<file path="src/rtl/poly_tone_i2s.sv">
// poly_tone_i2s: polyphonic square/saw tone synthesiser feeding an I2S DAC
// serialiser (BCLK / DACLRCLK / DACDAT). One mixer pass runs per audio frame
// and produces the {L,R} word that is shifted out during the following frame.
module poly_tone_i2s #(
    parameter int VOICES   = 4,
    parameter int PHASE_W  = 24,
    parameter int SAMPLE_W = 16,
    parameter int BCLK_DIV = 2
) (
    input  logic                      clk,
    input  logic                      reset_n,
    input  logic                      en,
    input  logic [VOICES-1:0]         voice_en,
    input  logic [VOICES-1:0]         voice_saw,
    input  logic [2*VOICES-1:0]       voice_pan,
    input  logic [VOICES*PHASE_W-1:0] freq,
    input  logic [3:0]                atten,
    output logic                      BCLK,
    output logic                      DACLRCLK,
    output logic                      DACDAT,
    output logic                      frame_tick,
    output logic                      clip
);
    localparam int FRAME_W = 2 * SAMPLE_W;
    localparam int CNT_W   = $clog2(FRAME_W);
    localparam int DIV_W   = (BCLK_DIV > 1) ? $clog2(BCLK_DIV) : 1;
    localparam int VI_W    = (VOICES > 1) ? $clog2(VOICES) : 1;
    localparam int AW      = SAMPLE_W + $clog2(VOICES) + 1;

    localparam logic signed [AW-1:0]       SMAX  = AW'((2 ** (SAMPLE_W - 1)) - 1);
    localparam logic signed [AW-1:0]       SMIN  = AW'(-(2 ** (SAMPLE_W - 1)));
    localparam logic signed [SAMPLE_W-1:0] SQ_HI = SAMPLE_W'((2 ** (SAMPLE_W - 1)) - 1);
    localparam logic signed [SAMPLE_W-1:0] SQ_LO = SAMPLE_W'(-((2 ** (SAMPLE_W - 1)) - 1));

    // The whole mixer pass must finish inside one frame, otherwise pending
    // would be rewritten while the serialiser is about to load it.
    if (VOICES + 2 > 4 * BCLK_DIV * SAMPLE_W) begin : g_pass_fits
        $error("poly_tone_i2s: mixer pass longer than one frame");
    end
    if (VOICES < 1 || VOICES > 16 || PHASE_W < SAMPLE_W || BCLK_DIV < 1) begin : g_param_range
        $error("poly_tone_i2s: parameter out of range");
    end

    // ---------------------------------------------------------------- clocks
    logic [DIV_W-1:0]   div;
    logic [CNT_W-1:0]   bit_cnt;
    logic [CNT_W-1:0]   bit_nxt;
    logic [FRAME_W-1:0] shreg;
    logic [FRAME_W-1:0] pending;   // {L,R} produced by the last mixer pass
    logic               div_wrap;
    logic               fall_tgl;

    assign div_wrap = (div == DIV_W'(BCLK_DIV - 1));
    assign fall_tgl = div_wrap & BCLK;
    assign bit_nxt  = (bit_cnt == CNT_W'(FRAME_W - 1)) ? '0 : bit_cnt + CNT_W'(1);

    // BCLK divider: toggle BCLK every BCLK_DIV clk cycles
    always_ff @(posedge clk or negedge reset_n) begin
        if (!reset_n) begin
            div  <= '0;
            BCLK <= 1'b0;
        end else if (div_wrap) begin
            div  <= '0;
            BCLK <= ~BCLK;
        end else begin
            div <= div + DIV_W'(1);
        end
    end

    // Bit counter, LR clock and shift-out, all advanced on BCLK falling toggles.
    // The bit leaving at bit_cnt=0 is the previous frame's R LSB, so the new
    // word is loaded on that same toggle and its MSB leaves one BCLK later.
    always_ff @(posedge clk or negedge reset_n) begin
        if (!reset_n) begin
            bit_cnt    <= '0;
            DACLRCLK   <= 1'b0;
            DACDAT     <= 1'b0;
            shreg      <= '0;
            frame_tick <= 1'b0;
        end else begin
            frame_tick <= fall_tgl && (bit_nxt == '0);
            if (fall_tgl) begin
                bit_cnt  <= bit_nxt;
                DACLRCLK <= (bit_nxt >= CNT_W'(SAMPLE_W));
                DACDAT   <= shreg[FRAME_W-1];
                shreg    <= (bit_nxt == '0) ? pending : {shreg[FRAME_W-2:0], 1'b0};
            end
        end
    end

    // ----------------------------------------------------------------- mixer
    typedef enum logic [1:0] {IDLE, ACC, SCALE} mix_state_t;
    mix_state_t state, state_nxt;

    logic [VI_W-1:0]                vi;
    logic                           last_voice;
    logic                           mix_start, acc_on, scale_on;
    logic [VOICES-1:0][PHASE_W-1:0] phase;
    logic [VOICES-1:0][PHASE_W-1:0] freq_a;
    logic [VOICES-1:0][1:0]         pan_a;
    logic signed [AW-1:0]           acc_l, acc_r;

    assign freq_a     = freq;
    assign pan_a      = voice_pan;
    assign last_voice = (vi == VI_W'(VOICES - 1));

    // Mixer state register
    always_ff @(posedge clk or negedge reset_n) begin
        if (!reset_n) state <= IDLE;
        else          state <= state_nxt;
    end

    // Mixer next state: one pass per frame start
    always_comb begin
        state_nxt = state;
        case (state)
            IDLE:    if (frame_tick) state_nxt = ACC;
            ACC:     if (last_voice) state_nxt = SCALE;
            SCALE:   state_nxt = IDLE;
            default: state_nxt = IDLE;
        endcase
    end

    // Mixer control outputs
    always_comb begin
        mix_start = (state == IDLE) && frame_tick;
        acc_on    = (state == ACC);
        scale_on  = (state == SCALE);
    end

    // Current voice's waveform value from its pre-increment phase
    logic [PHASE_W-1:0]         p_cur;
    logic signed [SAMPLE_W-1:0] v_val;
    logic signed [AW-1:0]       v_ext;
    logic                       v_on;

    // Waveform lookup for the voice selected by vi
    always_comb begin
        p_cur = phase[vi];
        v_on  = voice_en[vi] & en;
        if (voice_saw[vi]) v_val = p_cur[PHASE_W-1 -: SAMPLE_W];
        else               v_val = p_cur[PHASE_W-1] ? SQ_LO : SQ_HI;
        v_ext = {{(AW - SAMPLE_W){v_val[SAMPLE_W-1]}}, v_val};
    end

    // Accumulate one voice per cycle; idle voices are parked at phase 0
    always_ff @(posedge clk or negedge reset_n) begin
        if (!reset_n) begin
            vi    <= '0;
            acc_l <= '0;
            acc_r <= '0;
            phase <= '0;
        end else if (mix_start) begin
            vi    <= '0;
            acc_l <= '0;
            acc_r <= '0;
        end else if (acc_on) begin
            if (v_on) begin
                if (pan_a[vi][0]) acc_l <= acc_l + v_ext;
                if (pan_a[vi][1]) acc_r <= acc_r + v_ext;
                phase[vi] <= p_cur + freq_a[vi];
            end else begin
                phase[vi] <= '0;
            end
            vi <= last_voice ? '0 : vi + VI_W'(1);
        end
    end

    // Attenuate then saturate; MSB of the result flags saturation
    function automatic logic [SAMPLE_W:0] sat_shift(input logic signed [AW-1:0] a,
                                                    input logic [3:0] sh);
        logic signed [AW-1:0] s;
        s = a >>> sh;
        if (s > SMAX)      return {1'b1, SMAX[SAMPLE_W-1:0]};
        else if (s < SMIN) return {1'b1, SMIN[SAMPLE_W-1:0]};
        else               return {1'b0, s[SAMPLE_W-1:0]};
    endfunction

    logic [SAMPLE_W:0] sat_l, sat_r;
    assign sat_l = sat_shift(acc_l, atten);
    assign sat_r = sat_shift(acc_r, atten);

    // SCALE: publish the pending word and pulse clip on saturation
    always_ff @(posedge clk or negedge reset_n) begin
        if (!reset_n) begin
            pending <= '0;
            clip    <= 1'b0;
        end else begin
            clip <= 1'b0;
            if (scale_on) begin
                if (en) begin
                    pending <= {sat_l[SAMPLE_W-1:0], sat_r[SAMPLE_W-1:0]};
                    clip    <= sat_l[SAMPLE_W] | sat_r[SAMPLE_W];
                end else begin
                    pending <= '0;
                end
            end
        end
    end
endmodule

</file>
<file path="config.mk">
export PLATFORM = sky130hd
export DESIGN_NAME = poly_tone_i2s
export DESIGN_NICKNAME = d
export VERILOG_FILES = /design/src/rtl/poly_tone_i2s.sv
export SDC_FILE = /design/constraint.sdc
export NUM_CORES = 1
export LEC_CHECK = 0
export ABC_AREA = 1
export BUFFER_PORTS_ARGS = -buffer_cell sky130_fd_sc_hd__buf_2
export CELL_PAD_IN_SITES_DETAIL_PLACEMENT = 1
export CELL_PAD_IN_SITES_GLOBAL_PLACEMENT = 1
export CORE_AREA = 2 2 183 185
export CTS_CLUSTER_SIZE = 16
export DETAILED_ROUTE_END_ITERATION = 8
export DIE_AREA = 0 0 185 187
export PLACE_DENSITY_LB_ADDON = 0.05
export SYNTH_ARGS = -nofsm -noshare
export SYNTH_HDL_FRONTEND = slang
export SYNTH_SLANG_ARGS = --single-unit
</file>
<file path="constraint.sdc">
create_clock -name clk -period 5.65 [get_ports clk]
set_clock_uncertainty 0.15 [all_clocks]
set_input_delay 1.13 -clock clk [delete_from_list [all_inputs] [get_ports clk]]
set_output_delay 1.13 -clock clk [all_outputs]
set_load 0.1 [all_outputs]
</file>
======== Yosys cells after proc, flatten, opt, wreduce, memory -nomap -nowiden ========
Index checks and enable logic that the tools add are counted.
operators by class
  $add $sub $neg .......................... 6
  order comparisons ....................... 7
  eq/ne operators ......................... 6
  shift-type cells ........................ 2
  multiplexer cells ....................... 40
  bitwise gates (word level) .............. 7
  reductions and logical operators ........ 13
operators with widths
  cell                                                                                number
  19-bit 2-to-1 mux                                                                   8
  96-bit AND                                                                          1
  24-bit binary-select mux with 2-bit select                                          2
  96-bit bitwise mux                                                                  1
  96-bit 2-to-1 mux                                                                   1
  96-bit inverter                                                                     1
  24-bit 2-to-1 mux                                                                   3
  17-bit 2-to-1 mux                                                                   4
  32-bit 2-to-1 mux                                                                   2
  24-bit demux with 2-bit select                                                      1
  19-bit by 16-bit adder with 19-bit output                                           2
  19-bit by 16-bit greater-than comparator with 1-bit output (second input constant)  2
  19-bit by 16-bit < comparator with 1-bit output (second input constant)             2
  19-bit by 4-bit >>> shifter with 19-bit output                                      2
  16-bit 2-to-1 mux                                                                   2
  24-bit adder                                                                        1
  2-bit 2-to-1 mux                                                                    6
  2-bit nonzero test                                                                  4
  3-bit AND reduction                                                                 2
  5-bit by 1-bit adder with 5-bit output (second input constant)                      1
  5-bit == test (second input constant)                                               1
  5-bit greater-or-equal comparator (second input constant)                           1
  5-bit zero test                                                                     1
  1-bit 2-to-1 mux                                                                    5
  other kinds (17)                                                                    25
word-level totals
  register bits ........................... 213
  input port bits ......................... 119
  output and inout port bits .............. 5
  logic and storage cells ................. 98

======== Depth between registers and ports, before layout ========
Gate-level depths: netlist of the first run.
  depth after elaboration ................. 9
  mapped depth ............................ 21
  mapped depth without buffers ............ 19

======== Worst setup path after synthesis of the first run ========
Ideal clock, no wire load.
  path kind ............................... input -> register
  from .................................... input voice_saw[1]
  to ...................................... register acc_r[14]
  setup time .............................. 0.120 ns
  arrival time ............................ 3.385 ns
  data required time ...................... 5.380 ns
  slack ................................... 1.994 ns
  stages .................................. 17
  path buffers ............................ 1
  cells stage by stage .................... o21ai_0 > o22ai_1 > or2_2 > clkbuf_1 > nand2_1 > inv_1 > fa_1 > inv_1 > nand2_1 > o21ai_0 > nand2_1 > nand2_1 > nand4_1 > nand2_1 > a21oi_1 > o21ai_1 > nand2_1
on the way
  word-level cells in the longest chain between the ends .. 8
RTL lines
  element                                    line  source
  from (decl)                                14    input logic [VOICES-1:0] voice_saw,
  1-bit binary-select mux with 2-bit select  141   if (voice_saw[vi]) v_val = p_cur[PHASE_W-1 -: SAMPLE_W];
  1-bit 2-to-1 mux (implied by the code)     141
  16-bit 2-to-1 mux                          141
  19-bit by 16-bit adder with 19-bit output  160   if (pan_a[vi][1]) acc_r <= acc_r + v_ext;
  19-bit 2-to-1 mux                          160
  19-bit 2-to-1 mux                          158   if (v_on) begin
  19-bit 2-to-1 mux                          157   end else if (acc_on) begin
  19-bit 2-to-1 mux                          153   end else if (mix_start) begin
  to (signal assigned)                       160
  to (decl)                                  101   logic signed [AW-1:0] acc_l, acc_r;
No other way between the ends. The select of a mux whose other input is x is not followed.
A chain may end at the register's enable or synchronous reset.

======== Worst setup path in the final report of the first run ========
  from .................................... register vi[1]
  to ...................................... register acc_r[14]
on the way
  word-level cells in the longest chain between the ends .. 9
  elaborated cells between the ends (all ways) .. 19
  those cells by class .................... 1 x add/sub; 14 x mux; 1 x bitwise; 3 x reduce/logical
RTL lines
  element                                     line  source
  from (decl)                                 95    logic [VI_W-1:0] vi;
  from (signal assigned)                      165   vi <= last_voice ? '0 : vi + VI_W'(1);
  24-bit binary-select mux with 2-bit select  139   p_cur = phase[vi];
  24-bit 2-to-1 mux (implied by the code)     139
  16-bit 2-to-1 mux                           142   else v_val = p_cur[PHASE_W-1] ? SQ_LO : SQ_HI;
  16-bit 2-to-1 mux                           141
  19-bit by 16-bit adder with 19-bit output   160
  19-bit 2-to-1 mux                           160
  19-bit 2-to-1 mux                           158
  19-bit 2-to-1 mux                           157
  19-bit 2-to-1 mux                           153
Parallel ways exist; a longest one is shown, timed or not. The select of a mux whose other input is x is not followed.

==> metrics.yaml, run 1 <==
status:
  status: "completed"
placement:
  dp_hpwl_um: 39400
  portBuffers: 123
  gp_congestion: 0.943
floorplanning:
  rows: 67
  die_height_um: 187
  die-area_um2: 34600
  core_um2: 32900
  io_pins: 124
  start_util_pct: 46.1
  dieWidth_um: 185
logic_synthesis:
  netlist_area_um2: 15200
  synth_edf_count: 0
  yosysSeqAreaShare_pct: 35.2
  yosysWarnings: 0
  synthTopCellsByArea: "dfrtp_1 (35%), nand2_1 (19%), o21ai_0 (12%)"
  synth_cells: 2274
  synth_top_area_share_pct: 35.2
  yosys.cell_types.count: 45
  ys_async_sr_fraction_pct: 100
  ys_ff_latch: 213
  synth_ff_type: "dfrtp_1"
  avgSynthCellArea_um2: 6.66
  synth_area_leader_cell: "dfrtp_1"
  syn_nets: 2464
power_and_ir_drop:
  vdd_drop_max_mv: 0.212
  sw_frac_of_total_pct: 27.2
  p_switching_uw: 1010
  p_int_uw: 2690
  seqPwrFrac_pct: 41.2
  cellPowerDensity_nw_per_um2: 219
  leakagePower_uw: 0.00832
  power_frac_comb_pct: 12.0
  finalPower_uw: 3700
  pwr-share-clk_pct: 46.8
global_routing:
  met2_usage_pct: 55.9
  antenna_found_initial: 0
  overflow: 0
  grt_pass1_wl_um: 85600
  busiest_layer: "met2"
  track_usage_pct: 31.0
  grt_pass1_vias: 16566
  grt_start_max_net_pins: 125
  met1_usage_pct: 37.3
  grt_use_met3_pct: 3.49
critical_path:
  cp_top_family: "simple AND/OR/NAND/NOR gates"
  start_kind: "flip-flop"
  crit_fanout: 33
  crit_start: "vi[1]"
  crit_buf_inv: 4
  r2r_slack_ps: 1200
  cpMaxStageDelayCell: "dfrtp_2"
  worst_r2r_endpoint: "acc_r[14]"
  worstPathRequired_ps: 5950
  reg2reg_from: "vi[1]"
  crit_chain: "inv_2, nand3_1, nand2_1, inv_1, or2_2, nand2_1, inv_1, fa_1, inv_1, nand2_1, o21ai_0, nand2_1, nand2_1, nand4_1, nand2_1, a21oi_1, o21ai_1, nand2_1"
  worst_r2r_path_depth: 18
  critPathCaptureType: "flip-flop"
  critical_path_class: "reg2reg"
  cpPeakStageDelay_ps: 650
  crit_arrival_ps: 4750
  crit_top_cell: "nand2_1"
clock_network:
  post_cts_resized: 0
  cts_buffer_depth: 3
  insertion_delay_ps: 560
  cts_buffers: 26
  h-tree-depth: 1
  clk_pin_slew_ps: 70
  post-cts-setup-buffer-count: 0
  ctsHoldBuffers: 0
  cts_root_buf: "clkbuf_16"
  clock_sinks: 213
  cts_tree: "yes"
drt:
  post_drt_wl_per_cell_um: 18.9
  routed_wl_um: 53000
  vias_per_cell: 5.62
  remaining_drc_errors: 0
  firstDrtPassIters: 5
  postRouteAntennaNets: 0
  drt-initial-drc-count: 874
  via_count: 15739
final_layout:
  drive_gt1_share_pct: 9.39
  layout_commonest_cell: "nand2_1"
  final_cell_mix: "nand2_1 (754), o21ai_0 (353), dfrtp_1 (211)"
  antenna_cells: 0
  utilization_pct: 51.4
  nNetsFinal: 2527
  area_delta_synth_final_pct: 11.4
sta:
  finalSetupTns_ps: 0
  tightest_slew_ps: 1070
  final_max_slew_viol_count: 0
  timing.final.crit_share_pct: 78.7
  grt_setup_unrepaired: "false"
  period_minus_slack_ps: 4450
  hold_viol: 0
  slew_headroom_pct: 28.6
  max_freq_mhz: 225
  finalSetupViolCount: 0
job:
  maxCapViolations: 0
hold_path:
  hold_depth: 1
  hold_path_startpoint: "div"
  hold_class: "reg2reg"
  hold_end: "div"
## cells in the mapped netlist, types with 2 or more instances
cell	instances
o22ai_1	60
inv_1	167
nor3_1	15
nand3b_1	5
o31ai_1	2
nand3_1	98
a21o_1	2
o21a_1	3
nand2_4	2
or2_2	5
xnor2_1	5
nor2_1	191
clkbuf_1	55
nand2_1	754
a21boi_0	4
o21ai_1	18
inv_2	9
xor2_1	9
and2_1	2
a31oi_1	2
o21bai_1	3
o21ai_2	2
nand3_4	2
nand4_1	37
buf_2	26
fa_1	3
a21oi_1	101
buf_4	7
dfrtp_1	213
o21ai_0	353
nand2_2	3
ha_1	68
buf_6	3
o211ai_1	10
o22ai_2	11
buf_1	15
## routing by layer
layer / share of wire (%) / wire length, um / vias to the layer above
li1: - / - / 7657
met1: 42 / 22400 / 7658
met2: 50 / 26400 / 306
met3: 3.6 / 1890 / 118
met4: 4.3 / 2300 / 0
met5: 0 / 0 / -
## stage by stage
step | cell area (um^2) | instances | hold slack (ps) | setup WS [ps]
after global placement | 16000 | 2757 | 281 | 1120
final | 16900 | 2802 | 298 | 1200
after floorplan | 15200 | 2274 | 267 | 1990
after global routing | 16900 | 2802 | 333 | 801
after detailed placement | 16000 | 2757 | 293 | 993
after CTS | 16900 | 2802 | 301 | 1240
## cells by family (layout without fill, tap and decap cells)
| logic type | count (synthesis) | after routing | synth area share (%) |
|---|---|---|---|
| buf+inv | 285 | 365 | 7.61 |
| xor+xnor | 14 | 14 | 0.809 |
| compound gates | 574 | 574 | 20.6 |
| fa+ha+maj | 71 | 71 | 6.01 |
| flops | 213 | 213 | 35.2 |
| simple gates | 1117 | 1117 | 29.8 |
## area by class of cell
class	count	area, um^2
clock buffer	34	711
clock inverter	11	151
fill	4450	16000
inverter	178	671
multi-input combinational	1776	8670
sequential	213	5340
tap	448	561
timing repair buffer	142	781
## registers in the layout (all words and copies together) (netlist names)
register	cells
DACDAT	1
frame_tick	1
bit_cnt	5
shreg	32
BCLK	1
acc_r	19
state	2
vi	2
clip	1
div	1
phase	96
DACLRCLK	1
pending	32
acc_l	19
## worst max path at each step
stage / slack (ps) / to / cells after the start
after floorplan: 1990 / acc_r[14] / 17
after global placement: 1120 / acc_r[14] / 17
after detailed placement: 990 / acc_r[14] / 17
after CTS: 1240 / acc_r[14] / 18
after global routing: 800 / acc_r[14] / 18
final: 1200 / acc_r[14] / 18
## power by group through the flow
stage	Clock, uW	Sequential (uW)	Combinational (uW)
2_1_floorplan	0	1550	271
3_3_place_gp	0	1550	432
3_5_place_dp	0	1550	440
4_1_cts	1750	1530	443
5_1_grt	1810	1520	501
6_report	1730	1530	443
(Power assumes the default switching activity.)
==> run 2, diff against run 1 <==
- CORE_AREA: 2 2 183 185 -> 2 2 198 200
- DIE_AREA: 0 0 185 187 -> 0 0 200 202
- clock period: 5.65 -> 3.65 ns (I/O delays scaled with it)
==> metrics.yaml, run 2 (synthesis results as in run 1) <==
sta:
  max_freq_mhz: 288  # was 225 MHz
  hold_viol: 8  # was 0
  finalSetupViolCount: 0  # unchanged
  period_minus_slack_ps: 3470  # was 4450 ps
  setup_slack_ps: 179  # was 1200 ps
  slew_headroom_pct: 45.1  # was 28.6%
  hold_ws_ps: -28.2  # was 298 ps
  final_max_slew_viol_count: 0  # unchanged
  grt_setup_unrepaired: "true"  # was false
  timing.final.crit_share_pct: 95.1  # was 78.7%
  tightest_slew_ps: 822  # was 1070 ps
critical_path:
  crit_arrival_ps: 3790  # was 4750 ps
  start_kind: "flip-flop"  # unchanged
  crit_start: "vi[0]"  # was vi[1]
  critical_path_class: "reg2reg"  # unchanged
  crit_fanout: 35  # was 33
  worstPathRequired_ps: 3970  # was 5950 ps
  reg2reg_from: "vi[0]"  # was vi[1]
  critPathCaptureType: "flip-flop"  # unchanged
final_layout:
  nNetsFinal: 2585  # was 2527
  antenna_cells: 0  # unchanged
  top_register: "phase"  # unchanged
  layout_commonest_cell: "nand2_1"  # unchanged
  final_cell_area_um2: 17500  # was 16900 um^2
  area_delta_synth_final_pct: 15.5  # was 11.4%
  largest_reg_flops: 96  # unchanged
  final_cells: 2934  # was 2802
  top_regs: "phase (96), pending (32), shreg (32)"  # unchanged
  final_cell_mix: "nand2_1 (753), o21ai_0 (347), dfrtp_1 (211)"  # was nand2_1 (754), o21ai_0 (353), dfrtp_1 (211)
  drive_gt1_share_pct: 11.9  # was 9.39%
hold_path:
  hold_class: "in2async"  # was reg2reg
power_and_ir_drop:
  vdd_drop_max_mv: 0.322  # was 0.212 mV
  cellPowerDensity_nw_per_um2: 331  # was 219 nW/um^2
  leakagePower_uw: 0.00862  # was 0.00832 uW
global_routing:
  grt_start_max_net_pins: 81  # was 125
  track_usage_pct: 28.4  # was 31.0%
  grt_pass1_vias: 16763  # was 16566
  grt_pass1_wl_um: 90200  # was 85600 um
  antenna_found_initial: 0  # unchanged
  overflow: 0  # unchanged
placement:
  place_ws_ps: -445  # was 993 ps
  gp_congestion: 0.986  # was 0.943
  dp_hpwl_um: 42500  # was 39400 um
  portBuffers: 123  # unchanged
  dp_cells: 2884  # was 2757
  placed_area_um2: 16600  # was 16000 um^2
floorplanning:
  io_pins: 124  # unchanged
  dieWidth_um: 200  # was 185 um
  die-area_um2: 40400  # was 34600 um^2
  start_util_pct: 39.6  # was 46.1%
  core_um2: 38300  # was 32900 um^2
  die_height_um: 202  # was 187 um
  rows: 72  # was 67
drt:
  firstDrtPassIters: 5  # unchanged
  routed_wl_um: 56200  # was 53000 um
  via_count: 16001  # was 15739
  vias_per_cell: 5.45  # was 5.62
  remaining_drc_errors: 0  # unchanged
  drt-initial-drc-count: 593  # was 874
  postRouteAntennaNets: 0  # unchanged
  post_drt_wl_per_cell_um: 19.2  # was 18.9 um
clock_network:
  cts_buffer_depth: 3  # unchanged
  post-cts-setup-buffer-count: 0  # unchanged
  h-tree-depth: 1  # unchanged
  cts_root_buf: "clkbuf_16"  # unchanged
  clk_pin_slew_ps: 60  # was 70 ps
  cts_buffers: 27  # was 26
  cts_tree: "yes"  # unchanged
  clock_sinks: 213  # unchanged
  insertion_delay_ps: 580  # was 560 ps
status:
  status: "finished with violations"  # was completed
  violations: "negative hold slack"
job:
  maxCapViolations: 0  # unchanged
==> run 2: report_power, final <==
| group | total [uW] | leakage (uW) | switching [uW] | internal [uW] |
|---|---|---|---|---|
| Sequential | 2360 | 0.00217 | 0 | 2360 |
| Combinational | 726 | 0.00601 | 477 | 249 |
| Clock | 2710 | 0.000440 | 1150 | 1560 |
| Total | 5800 | 0.00862 | 1630 | 4170 |
==> run 2: cell type report <==
cell class,count,area [um^2]
tap,518,648
multi-input combinational,1776,8690
clock buffer,36,769
sequential,213,5340
clock inverter,14,121
fill,5080,20800
timing repair buffer,199,1260
inverter,178,676
==> run 2: worst max-delay path, cell delays in order (launching register included) <==
cell and delay (ps):
dfrtp_4 470, clkinv_4 170, buf_12 210, o21ai_0 420
o22ai_1 200, ha_1 360, a21oi_1 220, o21ai_0 230
a21oi_1 300, nand3_1 130, nand2_1 70, nand3_1 180
o21ai_0 230
==> run 2: per-stage QoR <==
stage	setup TNS, ps	utilization, %	total power, uW
2_1_floorplan	0	-	2820
3_3_place_gp	-5260	43.3	3120
3_5_place_dp	-9150	43.3	3130
4_1_cts	0	45.7	5860
5_1_grt	-52.7	45.7	6050
6_report	0	45.7	5800
==> run 2: layer usage <==
layer,wire (um),part of all wire (%),vias to the layer above,GRT usage [%]
li1,-,-,7771,-
met2,28400,50,310,51.5
met1,23900,42,7825,34.6
met4,2040,3.6,0,10.3
met5,0,0,-,0
met3,1940,3.5,95,2.65
==> run 2: path summary, 6_finish.rpt <==
path	to	slack [ps]	cells past startpoint
max in group asynchronous	phase[79]	2420	2
setup / recovery	phase[18]	180	12
setup reg to reg	phase[18]	180	12
min in group clk	div	300	1
hold reg to reg	div	300	1
hold / removal	acc_l[3]	-30	1
==> run 2: timing repair <==
action,in CTS,in global routing
hold buffers,0,0
pin swaps,0,1
resized for setup,4,10
setup endpoints to repair,26,35
